`src/rtl/reset_generator.sv`:
```
// reset_generator: turns the PLL lock indication into the clk_1x system reset.
// pll_locked is synchronised, must stay high for LOCK_STABLE_CYCLES, then
// system_reset is held for HOLD_CYCLES more before release. Lock loss in RUN
// or a CPU soft-reset request re-asserts system_reset.
module reset_generator #(
  parameter int unsigned SYNC_STAGES        = 2,
  parameter int unsigned LOCK_STABLE_CYCLES = 64,
  parameter int unsigned HOLD_CYCLES        = 16
) (
  input  logic clk_1x,
  input  logic reset,
  input  logic pll_locked,
  input  logic soft_reset_req,
  input  logic lock_lost_clear,
  output logic system_reset,
  output logic reset_done,
  output logic lock_lost
);

  localparam int unsigned MAX_CYCLES =
    (LOCK_STABLE_CYCLES > HOLD_CYCLES) ? LOCK_STABLE_CYCLES : HOLD_CYCLES;
  localparam int unsigned CNT_W = $clog2(MAX_CYCLES + 1);

  localparam logic [CNT_W-1:0] STABLE_LAST = CNT_W'(LOCK_STABLE_CYCLES - 1);
  localparam logic [CNT_W-1:0] HOLD_LAST   = CNT_W'(HOLD_CYCLES - 1);

  typedef enum logic [1:0] {
    WAIT_LOCK = 2'd0,
    STABILIZE = 2'd1,
    HOLD      = 2'd2,
    RUN       = 2'd3
  } state_t;

  state_t                 state;
  state_t                 state_next;
  logic [CNT_W-1:0]       count;
  logic [CNT_W-1:0]       count_next;
  logic [SYNC_STAGES-1:0] sync_q;
  logic                   locked_s;
  logic                   lock_lost_set;

  // Multi-flop synchroniser for the asynchronous PLL lock input.
  always_ff @(posedge clk_1x) begin
    if (reset) begin
      sync_q <= '0;
    end else begin
      sync_q <= {sync_q[SYNC_STAGES-2:0], pll_locked};
    end
  end

  assign locked_s = sync_q[SYNC_STAGES-1];

  // Next-state and counter logic; the counter is cleared on every state entry
  // and only advances while below its terminal value, so it never wraps.
  always_comb begin
    state_next    = state;
    count_next    = count;
    lock_lost_set = 1'b0;
    case (state)
      WAIT_LOCK: begin
        if (locked_s) begin
          state_next = STABILIZE;
          count_next = '0;
        end
      end
      STABILIZE: begin
        if (!locked_s) begin
          state_next = WAIT_LOCK;
          count_next = '0;
        end else if (count == STABLE_LAST) begin
          state_next = HOLD;
          count_next = '0;
        end else begin
          count_next = count + CNT_W'(1);
        end
      end
      HOLD: begin
        if (!locked_s) begin
          state_next = WAIT_LOCK;
          count_next = '0;
        end else if (count == HOLD_LAST) begin
          state_next = RUN;
          count_next = '0;
        end else begin
          count_next = count + CNT_W'(1);
        end
      end
      RUN: begin
        // Lock loss takes priority over a simultaneous soft-reset request.
        if (!locked_s) begin
          state_next    = WAIT_LOCK;
          count_next    = '0;
          lock_lost_set = 1'b1;
        end else if (soft_reset_req) begin
          state_next = HOLD;
          count_next = '0;
        end
      end
      default: begin
        state_next = WAIT_LOCK;
        count_next = '0;
      end
    endcase
  end

  // State register plus registered outputs; system_reset is decoded from
  // state_next so it toggles on the same edge as the state, straight from a flop.
  always_ff @(posedge clk_1x) begin
    if (reset) begin
      state        <= WAIT_LOCK;
      count        <= '0;
      system_reset <= 1'b1;
      reset_done   <= 1'b0;
      lock_lost    <= 1'b0;
    end else begin
      state        <= state_next;
      count        <= count_next;
      system_reset <= (state_next != RUN);
      reset_done   <= (state_next == RUN) && (state != RUN);
      lock_lost    <= lock_lost_set | (lock_lost & ~lock_lost_clear);
    end
  end

endmodule

```
`config.mk`:
```
export PLATFORM = sky130hd
export DESIGN_NAME = reset_generator
export DESIGN_NICKNAME = d
export VERILOG_FILES = /design/src/rtl/reset_generator.sv
export SDC_FILE = /design/constraint.sdc
export NUM_CORES = 1
export LEC_CHECK = 0
export BUFFER_PORTS_ARGS = -buffer_cell sky130_fd_sc_hd__buf_2
export CAP_MARGIN = 5
export CORE_MARGIN = 3
export CORE_UTILIZATION = 57
export DETAILED_ROUTE_END_ITERATION = 10
export PLACE_DENSITY = 0.84
export SLEW_MARGIN = 20
export SYNTH_ARGS = -nofsm -noshare
export SYNTH_HDL_FRONTEND = slang
export SYNTH_SLANG_ARGS = --single-unit
```
`constraint.sdc`:
```
create_clock -name clk_1x -period 2.3 [get_ports clk_1x]
set_input_delay 0.345 -clock clk_1x [delete_from_list [all_inputs] [get_ports clk_1x]]
set_output_delay 0.345 -clock clk_1x [all_outputs]
set_load 0.1 [all_outputs]
```
### Word level (Yosys, flattened, before mapping)

Cells that the tools add are included.

* register bits after elaboration: 14
* input bits: 5
* output and inout port bits: 3
* logic and storage cells: 41

* add/subtract/negate cells: 1
* equality and inequality tests: 10
* muxes and demuxes: 18
* bitwise operators: 3
* reductions and logical operators: 3

Operator list (count)
* $mux 7: 7
* $pmux 7 s4: 1
* $mux 2: 7
* $pmux 2 s4: 1
* $add 7x1->7 const B: 1
* $eq 7x4->1 const B: 1
* $eq 7x6->1 const B: 1
* $eq 2x2->1 const B: 3
* $ne 2x2->1 const B: 3
* $ne 3x3->1 const B: 1
* $eq 2x1->1 const B: 1
* $logic_not 2->1: 1
* $mux 1: 2
* $reduce_and 2->1: 1
* $and 1x1->1: 1
* $logic_and 1x1->1: 1
* $not 1->1: 1
* $or 1x1->1: 1

### Logic depth before layout (Yosys ltp)

Gate-level depths: netlist of the first run.

* word-level depth: 6
* mapped depth: 6
* gate-level depth less buffers: 6

### Worst setup path before layout of the first run

Ideal clock, no wire load.

* path kind: register -> register
* start: register state[0]
* end: register count[4]
* library setup time: 120 ps
* arrival: 1549 ps
* required time: 2180 ps
* setup slack: 631 ps
* stages on the path, launching flop included: 7
* path buffers: 0
* period minus slack after synthesis: 1669 ps
* cell sequence: dfxtp_1 > inv_1 > ha_1 > and2_1 > o311a_4 > o211a_1 > a211o_1

* longest elaborated chain between the ends: 3
* elaborated cells between the ends (all ways): 8
* those cells by class: eq/ne (5); mux (1); reduce/logical (2)

RTL lines
* start, declared: line 34 `state_t state;`
* start signal, assigned: line 116 `state <= state_next;`
* $eq 2x2->1 or $logic_not 2->1 (tied branches): line 59 `case (state)`
* $ne 3x3->1 (no line) or $ne 2x2->1 (tied branches)
* $reduce_and 2->1 (no line)
* end signal, assigned: line 117 `count <= count_next;`
* end, declared: line 36 `logic [CNT_W-1:0] count;`

Several ways; a longest one is shown, not always the timed one.
A chain may end at the register's enable or synchronous reset.

### Worst setup path after layout of the first run

* start: register state[0]
* end: register count[6]

Same word-level chain as after synthesis.

==> results of run 1 <==
-- through the flow --
step	instance area, sq um	worst slack [ns]	total power (uW)	std cells	hold WS [ns]
finish	1000	0.437	468	129	0.260
global route	1000	0.337	494	129	0.254
CTS	1000	0.475	476	129	0.257
detailed placement	966	0.507	292	125	0.433
global placement	966	0.559	291	125	0.421
floorplan	936	0.631	282	106	0.414
-- where the power goes --
group	internal [uW]	switching [uW]
Clock	96.6	84.2
Sequential	245	3.46
Combinational	15.7	23.5
Total	357	111
-- cell families after synthesis --
logic type	share of synthesized area, %
AOI/OAI and AO/OA	33.7
and+or+nand+nor	23.3
DFF	29.9
buffers and inverters	5.08
adders and majority gates	8.02
-- final cells by class --
| class | instances | area [sq um] | share of cell area (%) |
|---|---|---|---|
| Sequential cell | 14 | 280 | 28.0 |
| Clock buffer | 4 | 36.3 | 3.62 |
| Tap cell | 16 | 20.0 | 2.00 |
| Timing Repair Buffer | 7 | 35.0 | 3.50 |
| Inverter | 6 | 22.5 | 2.25 |
| Multi-Input combinational cell | 82 | 608 | 60.7 |
-- cells in the mapped netlist (2+ instances only) --
library cell	instances
buf_2	2
and2_1	2
a21oi_1	11
nand2b_1	3
o211a_1	3
o2111ai_1	2
a211oi_1	2
ha_1	6
nand3_1	2
o221ai_1	2
nor2b_1	5
o31ai_1	2
nand2_1	7
a211o_1	2
dfxtp_1	14
nor2_1	8
inv_1	6
a21o_1	2
nor4_1	2
-- path summary, 6_finish.rpt --
kind | start | endpoint | slack (ns) | cells past startpoint
hold / removal | pll_locked | sync_q[0] | 0.26 | 2
setup reg to reg | state[0] | count[6] | 0.44 | 5
hold reg to reg | sync_q[0] | sync_q[1] | 0.45 | 1
setup / recovery | state[0] | count[6] | 0.44 | 5
-- critical path: stages, from the launching register on --
cell and delay, ns:
dfxtp_1 0.42, ha_1 0.29, and3b_1 0.34, or2_4 0.20, a21oi_1 0.08, a2111oi_0 0.41
-- layer usage --
layer	GRT usage, %	wire, um	part of all wire, %
met3	7.42	76	4.0
met1	26.0	896	47
met2	28.0	854	45
met4	14.8	84	4.4
met5	0	0	0
-- sequential cells by signal, indices dropped and copies added (netlist names) --
register,flops
lock_lost,1
reset_done,1
sync_q,2
count,7
state,2
system_reset,1
==> impl_results.md, run 1 <==
* Status: finished clean
* Worst-Margin Slew at approximately 0.49 ns
* Crit path max fanout at 6
* P_leak at between 0.0004 and 0.0005 uW
* Share of layout cells above drive strength 1 at 16.8%
* # DRC at 0
* Overflow after GRT at 0
* Final RePlAce weighted congestion at 0.954
* Fmax at roughly 0.54 GHz
* Fin util at between 60% and 70%
* Final setup viols at 0
* Std-Cell Rows at 14
* Number of flops mapped to enable cells by yosys at 0
* Worst vdd ir at around 0.43 mV
* CTS Sinks at 14
* Top cell type by total area after synthesis: dfxtp_1
* Hold_buf cts at 0
* Max Slew Vio Count at 0
* CTS Buf Count at 3
* Unrepaired setup endpoints after global routing: false
* CP required at approximately 2.5 ns
* CTS HTree Levels at 1
* Critical Path AT at approximately 2.0 ns
* Synth top area share at between 20% and 30%
* Syn Area/Cell at roughly 9 sq um
* Postcts setup bufs at 0
* Number of DRC markers in iteration 0 at 13
* Max-cap violations at 0
* 1st-pass router iterations at 4
* Min Tclk post-route at roughly 1.9 ns
* PwrDens at 467 nW/um^2
* Via density at about 6.3
* Top cells by area, synth: dfxtp_1 (30%), ha_1 (8.0%), a21oi_1 (5.9%)
* CTS clk-pin slew, worst paths at 0.08 ns
* Worst min path class: in -> reg
* Commonest cells after routing, fill and taps aside: dfxtp_1 (14), a21oi_1 (11), nor2_1 (8)
* Post-CTS sizing at 0
* Clk root buf: clkbuf_4
* Final hold violation count at 0
* Slew headroom at between 60% and 70%
* Die area at 2160 sq um
* Type of origin of the critical path: flip-flop
* Yosys warnings at 0
* Detailed Place HPWL at between 1000 and 1500 um
* Ant diodes at 0
* Routed wire per std cell at ~15 um
* TritonCTS clock tree: done
* Antenna Nets Post-Route at 0
* Vias in the first global route at approximately 750
* Period utilisation layout at between 80% and 90%
* WL final at 1910 um
* Flops & latches, synth at 14
* Num ports at 8
* Part of the Yosys area used for sequential elements at 29.9%
* DIE HEIGHT at ~47 um
* Setup TNS at 0 ns
* Initial antenna violation count at 0
* Top_reg_cell synth: dfxtp_1
* Nets at 125
* Maximum buffer depth of the clock tree at 2
* Global Route Usage Sum at between 20% and 30%
* Commonest non-fill, non-tap cell in the layout: dfxtp_1
* Total number of vias at 812
* Core box area at around 1500 sq um
* Largest net degree at the start of global routing at 14
* Kind of critical path: reg -> reg
* Post-synthesis cell count at ~110
* Synth cell types at 42
* Ys async rst share at 0%
* Post-Syn Nets at 117
* # fillers at about 120
* Initial Util at 61.4%
* Worst skew pair latency at ~0.29 ns
* First-pass GRT wire length at about 3100 um
* Layout Area Growth over Synthesis at 7.09%
* Die W at about 47 um
* Critical path endpoint category: flip-flop
* Post-route clock skew at 0.000590 ns
* Mapped Area at ~940 sq um
* Number of buffers added on ports at 7
No activity file was read; power rests on OpenSTA's default activity.
==> run 2: changes to the inputs <==
clock period = 1.91 ns   (was 2.3 ns; I/O delays follow)
==> impl_results.md, run 2 (same netlist as run 1, synthesis figures left out) <==
* Status: finished clean
* Nets at 126 (+0.80%)
* Antenna Nets Post-Route at 0 (unchanged)
* Num ports at 8 (unchanged)
* Worst skew pair latency at 0.30 ns (about the same)
* Reg2Reg Launch Point: state[0]
* Non-Filler Instances at 130 (+0.78%)
* Routed wire per std cell at 15.5 um (+4.6%)
* Setup TNS at 0 ns (unchanged)
* GR Util met1 at 29.4% (+3.4 points)
* Number of buffers added on ports at 7 (unchanged)
* Met3 usage in global routing at 6.25% (-1.2 points)
* Final hold violation count at 0 (unchanged)
* Final RePlAce weighted congestion at 0.938 (-1.6%)
* Initial antenna violation count at 0 (unchanged)
* CTS HTree Levels at 1 (unchanged)
* Global Route Usage Sum at 21.5% (+1.0 points)
* # fillers at 115 (-2.5%)
* Fin util at 66.8% (+1.1 points)
* 1st-pass router iterations at 4 (unchanged)
* # DRC at 0 (unchanged)
* Fmax at 0.550 GHz (+2.4%)
* Max FFs per register at 7 (unchanged)
* CTS Buf Count at 3 (unchanged)
* Crit path max fanout at 6 (unchanged)
* Hold depth at 2 (unchanged)
* GR peak layer: met2
* WL final at 2010 um (+5.4%)
* Critical Path AT at 2.01 ns (-0.02 ns)
* Worst min path class: in -> reg
* Core box area at 1520 sq um (unchanged)
* PwrDens at 560 nW/um^2 (+20%)
* Number of DRC markers in iteration 0 at 30 (+17)
* Overflow after GRT at 0 (unchanged)
* TritonCTS clock tree: done
* Hold Path Origin: pll_locked
* Via density at 6.58 (+4.6%)
* Min Tclk post-route at 1.82 ns (-0.0438 ns)
* Period utilisation layout at 95.3% (+14 points)
* Met2 GRT Util at 31.3% (+3.3 points)
* Largest net degree at the start of global routing at 14 (unchanged)
* Final setup viols at 0 (unchanged)
* Max-cap violations at 0 (unchanged)
* P_leak at 0.000441 uW (+1.8%)
* CTS Sinks at 14 (unchanged)
* Detailed Place HPWL at 1520 um (+4.8%)
* Die W at 46.5 um (unchanged)
* Layout Area Growth over Synthesis at 8.82%
* Top Registers: count: 7 flops, state: 2 flops, sync_q: 2 flops
* Clk root buf: clkbuf_4
* Worst-Margin Slew at 0.488 ns (+0.000380 ns)
* Worst vdd ir at 0.386 mV (-11%)
* Min-Delay Endpoint: sync_q[0]
* Most flops, register: count
* Vias in the first global route at 769 (+2.0%)
* Commonest non-fill, non-tap cell in the layout: dfxtp_1
* Critical path endpoint category: flip-flop
* DP Cell Count at 126 (+0.80%)
* CP required at 2.10 ns (-0.36 ns)
* Reg2reg end: count[4]
* Type of origin of the critical path: flip-flop
* DIE HEIGHT at 46.5 um (unchanged)
* Max Slew Vio Count at 0 (unchanged)
* Share of layout cells above drive strength 1 at 19.3% (+2.5 points)
* Kind of critical path: reg -> reg
* Total number of vias at 856 (+5.4%)
* Die area at 2160 sq um (unchanged)
* CTS clk-pin slew, worst paths at 0.09 ns (about the same)
* Ant diodes at 0 (unchanged)
* Initial Util at 61.4% (unchanged)
* Std-Cell Rows at 14 (unchanged)
* First-pass GRT wire length at 3330 um (+5.9%)
* Post-route clock skew at 0.00792 ns (+0.00733 ns)
* Maximum buffer depth of the clock tree at 2 (unchanged)
* Slew headroom at 67.7% (about the same)
* R2R depth at 6 (+1)
* Unrepaired setup endpoints after global routing: false
* Commonest cells after routing, fill and taps aside: dfxtp_1 (14), a21oi_1 (11), nor2_1 (8)
* R2r setup slk at 0.09 ns (-0.35 ns)
-- run 2: final cells by class --
class	count	area [sq um]	share of cell area, %
Multi-Input combinational cell	82	617	60.6
Sequential cell	14	280	27.5
Timing Repair Buffer	8	42.5	4.18
Clock buffer	4	36.3	3.56
Inverter	6	22.5	2.21
Tap cell	16	20.0	1.97
-- run 2: metrics by stage --
step           total power (uW)  cell area (sq um)  worst slack [ns]  hold WS [ns]
6_report                    570               1020            0.0906         0.203
5_1_grt                     589               1020            0.0113         0.237
4_1_cts                     571               1010             0.105         0.211
3_5_place_dp                352                973             0.122         0.459
3_3_place_gp                351                973             0.174         0.422
2_1_floorplan               340                936             0.241         0.414
-- run 2: power breakdown --
part	internal, uW	switching (uW)	total, uW
clock	116	105	222
combinational	19.5	29.7	49.2
sequential	295	4.23	299
-- run 2: how the worst max path moves through the flow --
stage,slack [ns],start,end,cells after the start
final,0.09,state[0],count[4],6
after detailed placement,0.12,state[0],count[5],6
after floorplan,0.24,state[0],count[4],6
after global routing,0.01,state[0],count[4],6
after global placement,0.17,state[0],count[4],6
after CTS,0.11,state[0],count[3],6
-- run 2: metal layers --
metal	share of wire [%]	up-vias	routed length [um]
li1	-	412	-
met1	45	406	903
met2	48	33	960
met3	6.0	5	121
met4	1.4	0	29
met5	0	-	0
-- run 2: what timing repair did --
| action | in CTS | in global routing |
|---|---|---|
| resized for setup | 0 | 3 |
| endpoints found under the hold margin | 0 | 0 |
| hold buffers | 0 | 0 |
| setup buffers | 0 | 0 |
| setup endpoints to repair | 0 | 4 |
-- run 2: critical path, stage by stage (launching register included) --
cell     delay [ns]
dfxtp_1        0.42
inv_1          0.12
ha_1           0.31
and2_1         0.21
o311a_4        0.17
o211a_1        0.23
a211o_1        0.25
